## src/rtl/uart_mmio_port.sv

```systemverilog
// uart_mmio_port: memory-mapped UART with TX/RX FIFOs, runtime baud divisor and sticky errors.
//
// Register map (addr_i): 0 DATA (rd pops RX, wr pushes TX), 1 STAT (read clears bits 4:2),
// 2 DIVLO, 3 DIVHI, 4 IRQEN, 5-7 read 0.
// STAT = {3'b0, frm_err, tx_drop, rx_ovr, tx_full, rx_empty}.
//
// Ports:
//   clk_i     system clock, rising edge
//   rst_ni    asynchronous reset, active low
//   sel_i     peripheral select; rd_i/wr_i ignored when low
//   rd_i      read strobe (one cycle per access); wr_i write strobe (write wins over read)
//   addr_i    register index
//   wdata_i   write data
//   rdata_o   registered read data, valid the cycle after a read and held until the next read
//   rx_i      asynchronous serial input
//   tx_o      serial output, idle high
//   irq_o     level interrupt
//
// Build option: define UART_IRQ_EN to include the IRQEN register and interrupt logic;
// otherwise irq_o is tied low and IRQEN reads 0.

module uart_mmio_port #(
   parameter int unsigned CLK_FREQ  = 50000000,
   parameter int unsigned BAUD      = 115200,
   parameter int unsigned DATA_BITS = 8,
   parameter int unsigned FIFO_AW   = 4
) (
   input  logic       clk_i,
   input  logic       rst_ni,
   input  logic       sel_i,
   input  logic       rd_i,
   input  logic       wr_i,
   input  logic [2:0] addr_i,
   input  logic [7:0] wdata_i,
   output logic [7:0] rdata_o,
   input  logic       rx_i,
   output logic       tx_o,
   output logic       irq_o
);

   localparam logic [15:0] DivRst = 16'(CLK_FREQ / (16 * BAUD));
   localparam logic [15:0] DivRstEff = (DivRst == 16'd0) ? 16'd1 : DivRst;
   localparam int unsigned DW = DATA_BITS;
   localparam logic [FIFO_AW:0] Depth = (FIFO_AW + 1)'(2 ** FIFO_AW);
   localparam logic [2:0] LastBit = 3'(DATA_BITS - 1);

   typedef enum logic [1:0] {TxIdle, TxStart, TxData, TxStop} tx_state_e;
   typedef enum logic [1:0] {RxIdle, RxStart, RxData, RxStop} rx_state_e;

   // Bus decode: a write beats a simultaneous read, so the read (and its pop) is suppressed.
   logic acc_wr, acc_rd;
   assign acc_wr = sel_i & wr_i;
   assign acc_rd = sel_i & rd_i & ~wr_i;

   // Baud tick generator; a new divisor is picked up only on reload.
   logic [15:0] div_q, act_div_q, bcnt_q;
   logic        tick;
   assign tick = (bcnt_q == act_div_q - 16'd1);

   always_ff @(posedge clk_i or negedge rst_ni) begin
      if (!rst_ni) begin
         bcnt_q    <= '0;
         act_div_q <= DivRstEff;
      end else if (tick) begin
         bcnt_q    <= '0;
         act_div_q <= (div_q == 16'd0) ? 16'd1 : div_q;
      end else begin
         bcnt_q <= bcnt_q + 16'd1;
      end
   end

   // TX FIFO
   logic [DW-1:0]    tx_mem [2**FIFO_AW];
   logic [FIFO_AW-1:0] tx_wp_q, tx_rp_q;
   logic [FIFO_AW:0] tx_cnt_q, tx_cnt_d;
   logic             tx_empty, tx_full, tx_wr_req, tx_push, tx_pop, tx_drop_set;
   tx_state_e        tx_st_q;
   logic [3:0]       tx_tcnt_q;
   logic [2:0]       tx_bit_q;
   logic [DW-1:0]    tx_sh_q;
   logic             tx_q;

   assign tx_empty    = (tx_cnt_q == '0);
   assign tx_full     = (tx_cnt_q == Depth);
   assign tx_wr_req   = acc_wr & (addr_i == 3'd0);
   assign tx_pop      = tick & ~tx_empty &
                        ((tx_st_q == TxIdle) | ((tx_st_q == TxStop) & (tx_tcnt_q == 4'hF)));
   // A push into a full FIFO still lands when the serializer pops in the same cycle.
   assign tx_push     = tx_wr_req & (~tx_full | tx_pop);
   assign tx_drop_set = tx_wr_req & ~tx_push;
   assign tx_cnt_d    = tx_cnt_q + (FIFO_AW + 1)'(tx_push) - (FIFO_AW + 1)'(tx_pop);

   always_ff @(posedge clk_i) begin
      if (tx_push) tx_mem[tx_wp_q] <= wdata_i[DW-1:0];
   end

   always_ff @(posedge clk_i or negedge rst_ni) begin
      if (!rst_ni) begin
         tx_wp_q  <= '0;
         tx_rp_q  <= '0;
         tx_cnt_q <= '0;
      end else begin
         if (tx_push) tx_wp_q <= tx_wp_q + 1'b1;
         if (tx_pop)  tx_rp_q <= tx_rp_q + 1'b1;
         tx_cnt_q <= tx_cnt_d;
      end
   end

   // TX FSM: every state lasts 16 ticks; a pending byte is loaded straight from STOP.
   always_ff @(posedge clk_i or negedge rst_ni) begin
      if (!rst_ni) begin
         tx_st_q   <= TxIdle;
         tx_tcnt_q <= '0;
         tx_bit_q  <= '0;
         tx_sh_q   <= '0;
         tx_q      <= 1'b1;
      end else if (tick) begin
         unique case (tx_st_q)
            TxIdle: begin
               if (tx_pop) begin
                  tx_sh_q   <= tx_mem[tx_rp_q];
                  tx_q      <= 1'b0;
                  tx_tcnt_q <= '0;
                  tx_st_q   <= TxStart;
               end
            end
            TxStart: begin
               tx_tcnt_q <= tx_tcnt_q + 4'd1;
               if (tx_tcnt_q == 4'hF) begin
                  tx_q     <= tx_sh_q[0];
                  tx_bit_q <= '0;
                  tx_st_q  <= TxData;
               end
            end
            TxData: begin
               tx_tcnt_q <= tx_tcnt_q + 4'd1;
               if (tx_tcnt_q == 4'hF) begin
                  if (tx_bit_q == LastBit) begin
                     tx_q    <= 1'b1;
                     tx_st_q <= TxStop;
                  end else begin
                     tx_bit_q <= tx_bit_q + 3'd1;
                     tx_sh_q  <= tx_sh_q >> 1;
                     tx_q     <= tx_sh_q[1];
                  end
               end
            end
            TxStop: begin
               tx_tcnt_q <= tx_tcnt_q + 4'd1;
               if (tx_tcnt_q == 4'hF) begin
                  if (tx_pop) begin
                     tx_sh_q <= tx_mem[tx_rp_q];
                     tx_q    <= 1'b0;
                     tx_st_q <= TxStart;
                  end else begin
                     tx_st_q <= TxIdle;
                  end
               end
            end
         endcase
      end
   end
   assign tx_o = tx_q;

   // RX synchroniser and FSM
   logic [1:0]    rx_sync_q;
   logic          rx_s;
   rx_state_e     rx_st_q;
   logic [3:0]    rx_tcnt_q;
   logic [2:0]    rx_bit_q;
   logic [DW-1:0] rx_sh_q;
   logic          rx_stop_smp, rx_push_req, frm_set;

   assign rx_s        = rx_sync_q[1];
   assign rx_stop_smp = tick & (rx_st_q == RxStop) & (rx_tcnt_q == 4'hF);
   assign rx_push_req = rx_stop_smp & rx_s;
   assign frm_set     = rx_stop_smp & ~rx_s;

   always_ff @(posedge clk_i or negedge rst_ni) begin
      if (!rst_ni) begin
         rx_sync_q <= 2'b11;
         rx_st_q   <= RxIdle;
         rx_tcnt_q <= '0;
         rx_bit_q  <= '0;
         rx_sh_q   <= '0;
      end else begin
         rx_sync_q <= {rx_sync_q[0], rx_i};
         if (tick) begin
            unique case (rx_st_q)
               RxIdle: begin
                  if (!rx_s) begin
                     rx_tcnt_q <= '0;
                     rx_st_q   <= RxStart;
                  end
               end
               RxStart: begin
                  rx_tcnt_q <= rx_tcnt_q + 4'd1;
                  // Mid start bit: a high line here means a glitch, not a frame.
                  if (rx_tcnt_q == 4'd7) begin
                     rx_tcnt_q <= '0;
                     rx_bit_q  <= '0;
                     rx_st_q   <= rx_s ? RxIdle : RxData;
                  end
               end
               RxData: begin
                  rx_tcnt_q <= rx_tcnt_q + 4'd1;
                  if (rx_tcnt_q == 4'hF) begin
                     rx_sh_q <= {rx_s, rx_sh_q[DW-1:1]};
                     if (rx_bit_q == LastBit) rx_st_q <= RxStop;
                     else                     rx_bit_q <= rx_bit_q + 3'd1;
                  end
               end
               RxStop: begin
                  rx_tcnt_q <= rx_tcnt_q + 4'd1;
                  if (rx_tcnt_q == 4'hF) rx_st_q <= RxIdle;
               end
            endcase
         end
      end
   end

   // RX FIFO
   logic [DW-1:0]      rx_mem [2**FIFO_AW];
   logic [FIFO_AW-1:0] rx_wp_q, rx_rp_q;
   logic [FIFO_AW:0]   rx_cnt_q, rx_cnt_d;
   logic               rx_empty, rx_full, rx_push, rx_pop, rx_ovr_set;

   assign rx_empty   = (rx_cnt_q == '0);
   assign rx_full    = (rx_cnt_q == Depth);
   assign rx_pop     = acc_rd & (addr_i == 3'd0) & ~rx_empty;
   assign rx_push    = rx_push_req & (~rx_full | rx_pop);
   assign rx_ovr_set = rx_push_req & ~rx_push;
   assign rx_cnt_d   = rx_cnt_q + (FIFO_AW + 1)'(rx_push) - (FIFO_AW + 1)'(rx_pop);

   always_ff @(posedge clk_i) begin
      if (rx_push) rx_mem[rx_wp_q] <= rx_sh_q;
   end

   always_ff @(posedge clk_i or negedge rst_ni) begin
      if (!rst_ni) begin
         rx_wp_q  <= '0;
         rx_rp_q  <= '0;
         rx_cnt_q <= '0;
      end else begin
         if (rx_push) rx_wp_q <= rx_wp_q + 1'b1;
         if (rx_pop)  rx_rp_q <= rx_rp_q + 1'b1;
         rx_cnt_q <= rx_cnt_d;
      end
   end

   // Registers, sticky flags and read mux
   logic       frm_q, drop_q, ovr_q, stat_clr;
   logic [7:0] rd_val, rdata_q;
   assign stat_clr = acc_rd & (addr_i == 3'd1);

`ifdef UART_IRQ_EN
   logic [1:0] irqen_q;
   logic       irq_q;
`endif

   always_comb begin
      rd_val = '0;
      case (addr_i)
         3'd0: if (!rx_empty) rd_val[DW-1:0] = rx_mem[rx_rp_q];
         3'd1: rd_val = {3'b000, frm_q, drop_q, ovr_q, tx_full, rx_empty};
         3'd2: rd_val = div_q[7:0];
         3'd3: rd_val = div_q[15:8];
`ifdef UART_IRQ_EN
         3'd4: rd_val = {6'd0, irqen_q};
`endif
         default: rd_val = '0;
      endcase
   end

   always_ff @(posedge clk_i or negedge rst_ni) begin
      if (!rst_ni) begin
         div_q   <= DivRst;
         frm_q   <= 1'b0;
         drop_q  <= 1'b0;
         ovr_q   <= 1'b0;
         rdata_q <= '0;
      end else begin
         // Set beats clear-on-read so an event in the read cycle is never lost.
         frm_q  <= (frm_q & ~stat_clr) | frm_set;
         drop_q <= (drop_q & ~stat_clr) | tx_drop_set;
         ovr_q  <= (ovr_q & ~stat_clr) | rx_ovr_set;
         if (acc_rd) rdata_q <= rd_val;
         if (acc_wr && addr_i == 3'd2) div_q[7:0]  <= wdata_i;
         if (acc_wr && addr_i == 3'd3) div_q[15:8] <= wdata_i;
      end
   end
   assign rdata_o = rdata_q;

`ifdef UART_IRQ_EN
   always_ff @(posedge clk_i or negedge rst_ni) begin
      if (!rst_ni) begin
         irqen_q <= '0;
         irq_q   <= 1'b0;
      end else begin
         if (acc_wr && addr_i == 3'd4) irqen_q <= wdata_i[1:0];
         // Next-state FIFO counts so a DATA read drops irq on the very next edge.
         irq_q <= (irqen_q[0] & (rx_cnt_d != '0)) |
                  (irqen_q[1] & (tx_cnt_d == '0) & (tx_st_q == TxIdle));
      end
   end
   assign irq_o = irq_q;
`else
   assign irq_o = 1'b0;
`endif

endmodule

```

## config.mk

```make
export PLATFORM = sky130hd
export DESIGN_NAME = uart_mmio_port
export DESIGN_NICKNAME = d
export VERILOG_FILES = /design/src/rtl/uart_mmio_port.sv
export SDC_FILE = /design/constraint.sdc
export NUM_CORES = 1
export LEC_CHECK = 0
export BUFFER_PORTS_ARGS = -buffer_cell sky130_fd_sc_hd__buf_2
export CAP_MARGIN = 20
export CORE_AREA = 2 2 210 212
export DETAILED_ROUTE_END_ITERATION = 6
export DIE_AREA = 0 0 212 214
export HOLD_SLACK_MARGIN = 0.08
export PLACE_DENSITY = 0.56
export RECOVER_POWER = 50
export SKIP_CTS_REPAIR_TIMING = 1
export SLEW_MARGIN = 20
export SYNTH_ARGS = -nofsm -noshare
export SYNTH_HDL_FRONTEND = slang
export SYNTH_SLANG_ARGS = --single-unit
```

## constraint.sdc

```tcl
create_clock -name clk_i -period 5.11 [get_ports clk_i]
set_input_delay 0.7665 -clock clk_i [delete_from_list [all_inputs] [get_ports clk_i]]
set_output_delay 0.7665 -clock clk_i [all_outputs]
set_load 0.05 [all_outputs]
```

; Word level (Yosys, flattened, before mapping)
; Memory sizes are Yosys's and may differ from the RTL's.
; Cells that the tools add are included.
[totals]
output_inout_bits = 10
input_bits = 17
n_memories = 2
mem_bits_rw = 256
reg_bits = 122
word_cells = 173
[memory_table]
columns = name, words, word_bits, read_ports, rd_ports_with_merged_regs, wr, line_no
row1 = rx_mem, 16, 8, 1, 0, 1, 223  ; logic [DW-1:0] rx_mem [2**FIFO_AW];
row2 = tx_mem, 16, 8, 1, 0, 1, 73  ; logic [DW-1:0] tx_mem [2**FIFO_AW];
[op_classes]
n_eq_ne = 29
reduce_logical = 22
bitwise_logic = 36
mux = 46
n_addsub = 14
[ops]
columns = op, count
row1 = $mux W8, 5
row2 = $mux W16, 2
row3 = $pmux W8 S4, 1
row4 = $add A4 B1 Y4 const B, 6
row5 = $pmux W8 S3, 1
row6 = $mux W2, 11
row7 = $and A1 B1 Y1, 21
row8 = $ne A2 B2 Y1 const B, 10
row9 = $mux W3, 6
row10 = $add A16 B1 Y16 const B, 1
row11 = $eq A16 B16 Y1, 1
row12 = $logic_not A16 Y1, 1
row13 = $pmux W2 S4, 2
row14 = $sub A16 B1 Y16 const B, 1
row15 = $reduce_and A5 Y1, 3
row16 = $mux W4, 3
row17 = $pmux W3 S2, 2
row18 = $pmux W4 S3, 1
row19 = $reduce_and A6 Y1, 2
row20 = $add A5 B1 Y5, 2
row21 = $eq A5 B5 Y1 const B, 2
row22 = $logic_not A5 Y1, 2
row23 = $mux W1, 10
row24 = $sub A5 B1 Y5, 2
row25 = other kinds (23), 49

; Depth between registers and ports, before layout
[logic_depth]
ltp_word = 9
depth_mapped = 21
ltp_nobuf = 19

; Worst setup path after synthesis
; No wires, ideal clock.
[synth_path]
path_kind = register to register
start = reg act_div_q[0]
end = reg rx_cnt_q[4]
stages_incl_launch_ff = 22
required_time_ns = 4.985
setup_slack_ns = 0.633
synth_period_minus_slack_ns = 4.477
n_path_buf = 2
t_arrival_ns = 4.352
setup_time_ns = 0.125
path_cell_list = dfstp_2 clkbuf_1 inv_1 ha_1 or4b_4 or4_1 buf_2 xnor2_1 o221a_2 nor2_1 nand4b_2 or2_2 ha_1 inv_1 ha_1 inv_1 fa_1 inv_1 a21oi_1 nor2_1 nor2_1 xnor2_1
[synth_via]
elab_chain_len = 8
[synth_rtl]
columns = item, line_no
row1 = from (decl), 56  ; logic [15:0] div_q, act_div_q, bcnt_q;
row2 = from (signal assigned), 63  ; act_div_q <= DivRstEff;
row3 = from (signal assigned), 66  ; act_div_q <= (div_q == 16'd0) ? 16'd1 : div_q;
row4 = $sub A16 B1 Y16, 58  ; assign tick = (bcnt_q == act_div_q - 16'd1);
row5 = $eq A16 B16 Y1, 58
row6 = $and A1 B1 Y1 (2 in series), 175  ; assign rx_stop_smp = tick & (rx_st_q == RxStop) & (rx_tcnt_q == 4'hF);
row7 = $and A1 B1 Y1, 176  ; assign rx_push_req = rx_stop_smp & rx_s;
row8 = $and A1 B1 Y1, 231  ; assign rx_push = rx_push_req & (~rx_full | rx_pop);
row9 = $add A5 B1 Y5, 233  ; assign rx_cnt_d = rx_cnt_q + (FIFO_AW + 1)'(rx_push) - (FIFO_AW + 1)'(rx_pop);
row10 = $sub A5 B1 Y5, 233
row11 = named net rx_cnt_d[4], 225  ; logic [FIFO_AW:0] rx_cnt_q, rx_cnt_d;
row12 = to (signal assigned), 247  ; rx_cnt_q <= rx_cnt_d;
row13 = to (decl), 225
; The timed path passes the listed nets, and every way through them passes these cells.
; A chain may end at the register's enable or synchronous reset.

; Worst setup path after layout
; Same ends and word-level chain as after synthesis.

==> metrics.txt <==
detailed-route via count 9,322; most used flip-flop cell after synthesis edfxtp_1; worst r2r src act_div_q[0]$_DFFE_PN1N_; routed len/inst 20.7 um; worst rel slew slack -147%; Worst setup EP type flop; max-slew violation count 77; critical path class flop to flop; gpl congestion 0.836; WL final 36,200 um; synth-to-layout area growth 13.4%; Cell Area, Placed 17,600 um^2; 1st-pass router iterations 5; Final Hold Viols 0; Avg Cell Area, Syn 15.5 um^2; cell family contributing the most delay on the critical path simple AND/OR/NAND/NOR gates; initial antenna violation count 3; Startpoint Class flop; Clock Sinks 378; CP max-delay cell or4_1; areal power density over the cells 379 nW/um^2; cell count after synthesis 1,076; Die H 214 um; CORE AREA 42,900 um^2; NumNets Final 1,182; vias in the first global route 9,333; H-Tree Depth 2; total grt overflow 0; Die X 212 um; # IOs 27; Total Neg Setup Slack 0 ns; cells along the critical path inv_1 -> ha_1 -> or4b_4 -> or4_1 -> nor2_1 -> xnor2_1 -> nor4_1 -> nand4b_2 -> or2_2 -> ha_1 -> inv_1 -> ha_1 -> inv_1 -> fa_1 -> inv_1 -> a21oi_1 -> nor2_1 -> nor2_1 -> xnor2_1; Min-Delay Path Class input port to flop; RSZ-0062 raised after global routing false; Row Count 76; CTS root buf clkbuf_16; first-pass GRT wire length 56,900 um; most frequent CP cell inv_1; Netlist cell types 73; Setup Skew 0.0141 ns; Max IR drop VDD roughly 0.22 mV; largest net degree at the start of global routing 77; Tcrit/Tclk final 87.6%; Hold Crit Start rx_i; I/O Buffers 25; status finished, violations left; violated checks max-capacitance violations, max-slew violations; Setup-failing EPs final 0; CP startpoint act_div_q[0]$_DFFE_PN1N_; Remaining DRCs 0; Required @ worst endpoint ~5.6 ns; worst slew pin tran 3.71 ns; hpwl dp 23,900 um; Max Freq 223 MHz; CP bufs+invs 4; Worst-Skew Late Latency between 0.5 and 0.6 ns; die area 45,400 um^2; ys async rst share 32.3%; Yosys warnings 0; mapped cell area 16,700 um^2; pre-CTS setup slack 0.637 ns; #FFs+latches synth 378; leakage 7.14 nW; Slowest Stage Delay on Critical Path ~0.54 ns; Crit path arrival time 4.92 ns; CTS Buf Count 41; gr usage total 16.5%; Seq/Total Area, Yosys 64.4%; CTS tree done; Synth Net Count about 1.1k; post-route ant nets 0; initial core utilization 38.9%; design area around 19,000 um^2; Clock Tree Buf Depth 3; Post-synth EDFFs about 260; final worst setup slack about 0.63 ns; 1st-iter DRT viols 786; Max Cap Violations 1; clk slew on worst S/H paths 0.06 ns; crit path time final 4.48 ns; Total Power about 7.2 mW; vias per cell 5.33; CP max FO 7; layout cells sized above 1 23.9%
## final timing paths
check | to | slack (ns) | cells after the start
max in group asynchronous | tx_rp_q[0]$_DFFE_PN0P_ | 1.03 | 1
max | rx_cnt_q[4]$_DFF_PN0_ | 0.63 | 19
max reg2reg | rx_cnt_q[4]$_DFF_PN0_ | 0.63 | 19
min | rx_sync_q[0]$_DFF_PN1_ | 0.31 | 1
min reg2reg | rx_sync_q[1]$_DFF_PN1_ | 0.36 | 0
min in group asynchronous | tx_tcnt_q[0]$_DFFE_PN0P_ | 1.70 | 1
## cell usage after synthesis (3+ instances only)
cell type  instances  area [um^2]
mux2i_1           10          100
dfstp_2           11          289
nand2b_1           6         37.5
o22ai_1            7         43.8
mux2_1             5         56.3
or4_1              5         37.5
ha_1              34          425
a31o_2             3         26.3
a222oi_1           3         30.0
buf_1             10         37.5
mux2_2            44          495
nor3b_1            6         45.0
nand3_2            3         30.0
and2_1             4         25.0
buf_4              6         45.0
nor4_1            17          106
mux4_2            80         1800
edfxtp_1         256         7690
buf_6              4         45.0
nor2_1            51          191
xnor2_1           32          280
xor2_1            21          184
nor3_1            39          195
inv_1             39          146
or2_2              5         31.3
buf_2              6         30.0
nor2b_1           12         75.1
a41oi_1            5         43.8
a31oi_1           21          131
nand4_1           11         68.8
or3_1              4         25.0
nand2_1           56          210
o21ai_0           19         95.1
and3_1             4         25.0
dfrtp_1          111         2780
a21oi_1           20          100
nand3_1           28          140
clkbuf_1          32          120
## metal layers
layer | share of wire [%] | global-route usage [%] | vias up | wire (um)
met5 | 0.080 | 0 | - | 29
met4 | 1.8 | 4.01 | 4 | 642
met3 | 5.0 | 3.83 | 50 | 1800
met2 | 46 | 25.2 | 189 | 16800
met1 | 47 | 24.0 | 4819 | 17000
li1 | - | - | 4260 | -
## worst reg2reg max path, stage by stage (launching register included)
cell	delay, ns
dfstp_2	0.40
inv_1	0.08
ha_1	0.22
or4b_4	0.50
or4_1	0.54
nor2_1	0.18
xnor2_1	0.14
nor4_1	0.47
nand4b_2	0.18
or2_2	0.34
ha_1	0.29
inv_1	0.05
ha_1	0.15
inv_1	0.06
fa_1	0.40
inv_1	0.07
a21oi_1	0.06
nor2_1	0.09
nor2_1	0.06
xnor2_1	0.11
## power by group
group | leakage (nW) | internal (mW) | switching (mW)
clock network | 0.641 | 1.72 | 1.21
logic | 2.28 | 0.319 | 0.367
registers | 4.22 | 3.38 | 0.191
total | 7.14 | 5.42 | 1.77
## layout by cell type (no fill, tap or decap), drive strengths merged, types with 31 or more instances in the layout
| cell | instances |
|---|---|
| ha | 34 |
| buf | 58 |
| inv | 39 |
| mux2 | 49 |
| nand3 | 31 |
| mux4 | 80 |
| clkbuf | 63 |
| xnor2 | 32 |
| nand2 | 56 |
| nor3 | 40 |
| nor2 | 51 |
| edfxtp | 256 |
| dfrtp | 111 |
## flip-flops by register name, summed over array words and instances (netlist names), 3 cells and up, named ones only
signal     cells
bcnt_q        16
tx_tcnt_q      4
rdata_o        8
tx_wp_q        4
rx_bit_q       3
rx_wp_q        4
tx_bit_q       3
div_q         16
rx_cnt_q       5
tx_rp_q        4
act_div_q     16
rx_sh_q        8
rx_tcnt_q      4
rx_mem       128
rx_rp_q        4
tx_cnt_q       5
tx_mem       128
tx_sh_q        8
## metrics by stage
step / std cells / hold WS, ns / utilization, %
after detailed placement: 1671 / 0.353 / 41.0
after global placement: 1671 / 0.351 / 41.0
after floorplan: 1076 / 0.345 / -
final: 1748 / 0.307 / 44.1
after global routing: 1746 / 0.278 / 44.1
after CTS: 1746 / 0.264 / 44.2
## cells by family (layout without fill, tap and decap cells)
kind of cell	Yosys count	after routing	synth area share, %
other	1	3	0.0225
flip-flops	378	378	64.4
buffers and inverters	97	182	2.54
multiplexers	139	139	14.7
AO/OA/AOI/OAI	106	106	4.31
XOR/XNOR	53	53	2.78
adder cells (fa/ha/maj)	36	36	2.79
AND/OR/NAND/NOR	266	266	8.42
## final cells by class
| cell class | count | area [um^2] |
|---|---|---|
| antenna | 2 | 5.00 |
| clock buffer | 54 | 1090 |
| clock inverter | 21 | 241 |
| fill | 3756 | 24000 |
| inverter | 39 | 146 |
| multi-input combinational | 601 | 5510 |
| sequential | 378 | 10800 |
| tap | 585 | 732 |
| timing repair buffer | 68 | 442 |
Power figures use the tool's default switching activity.
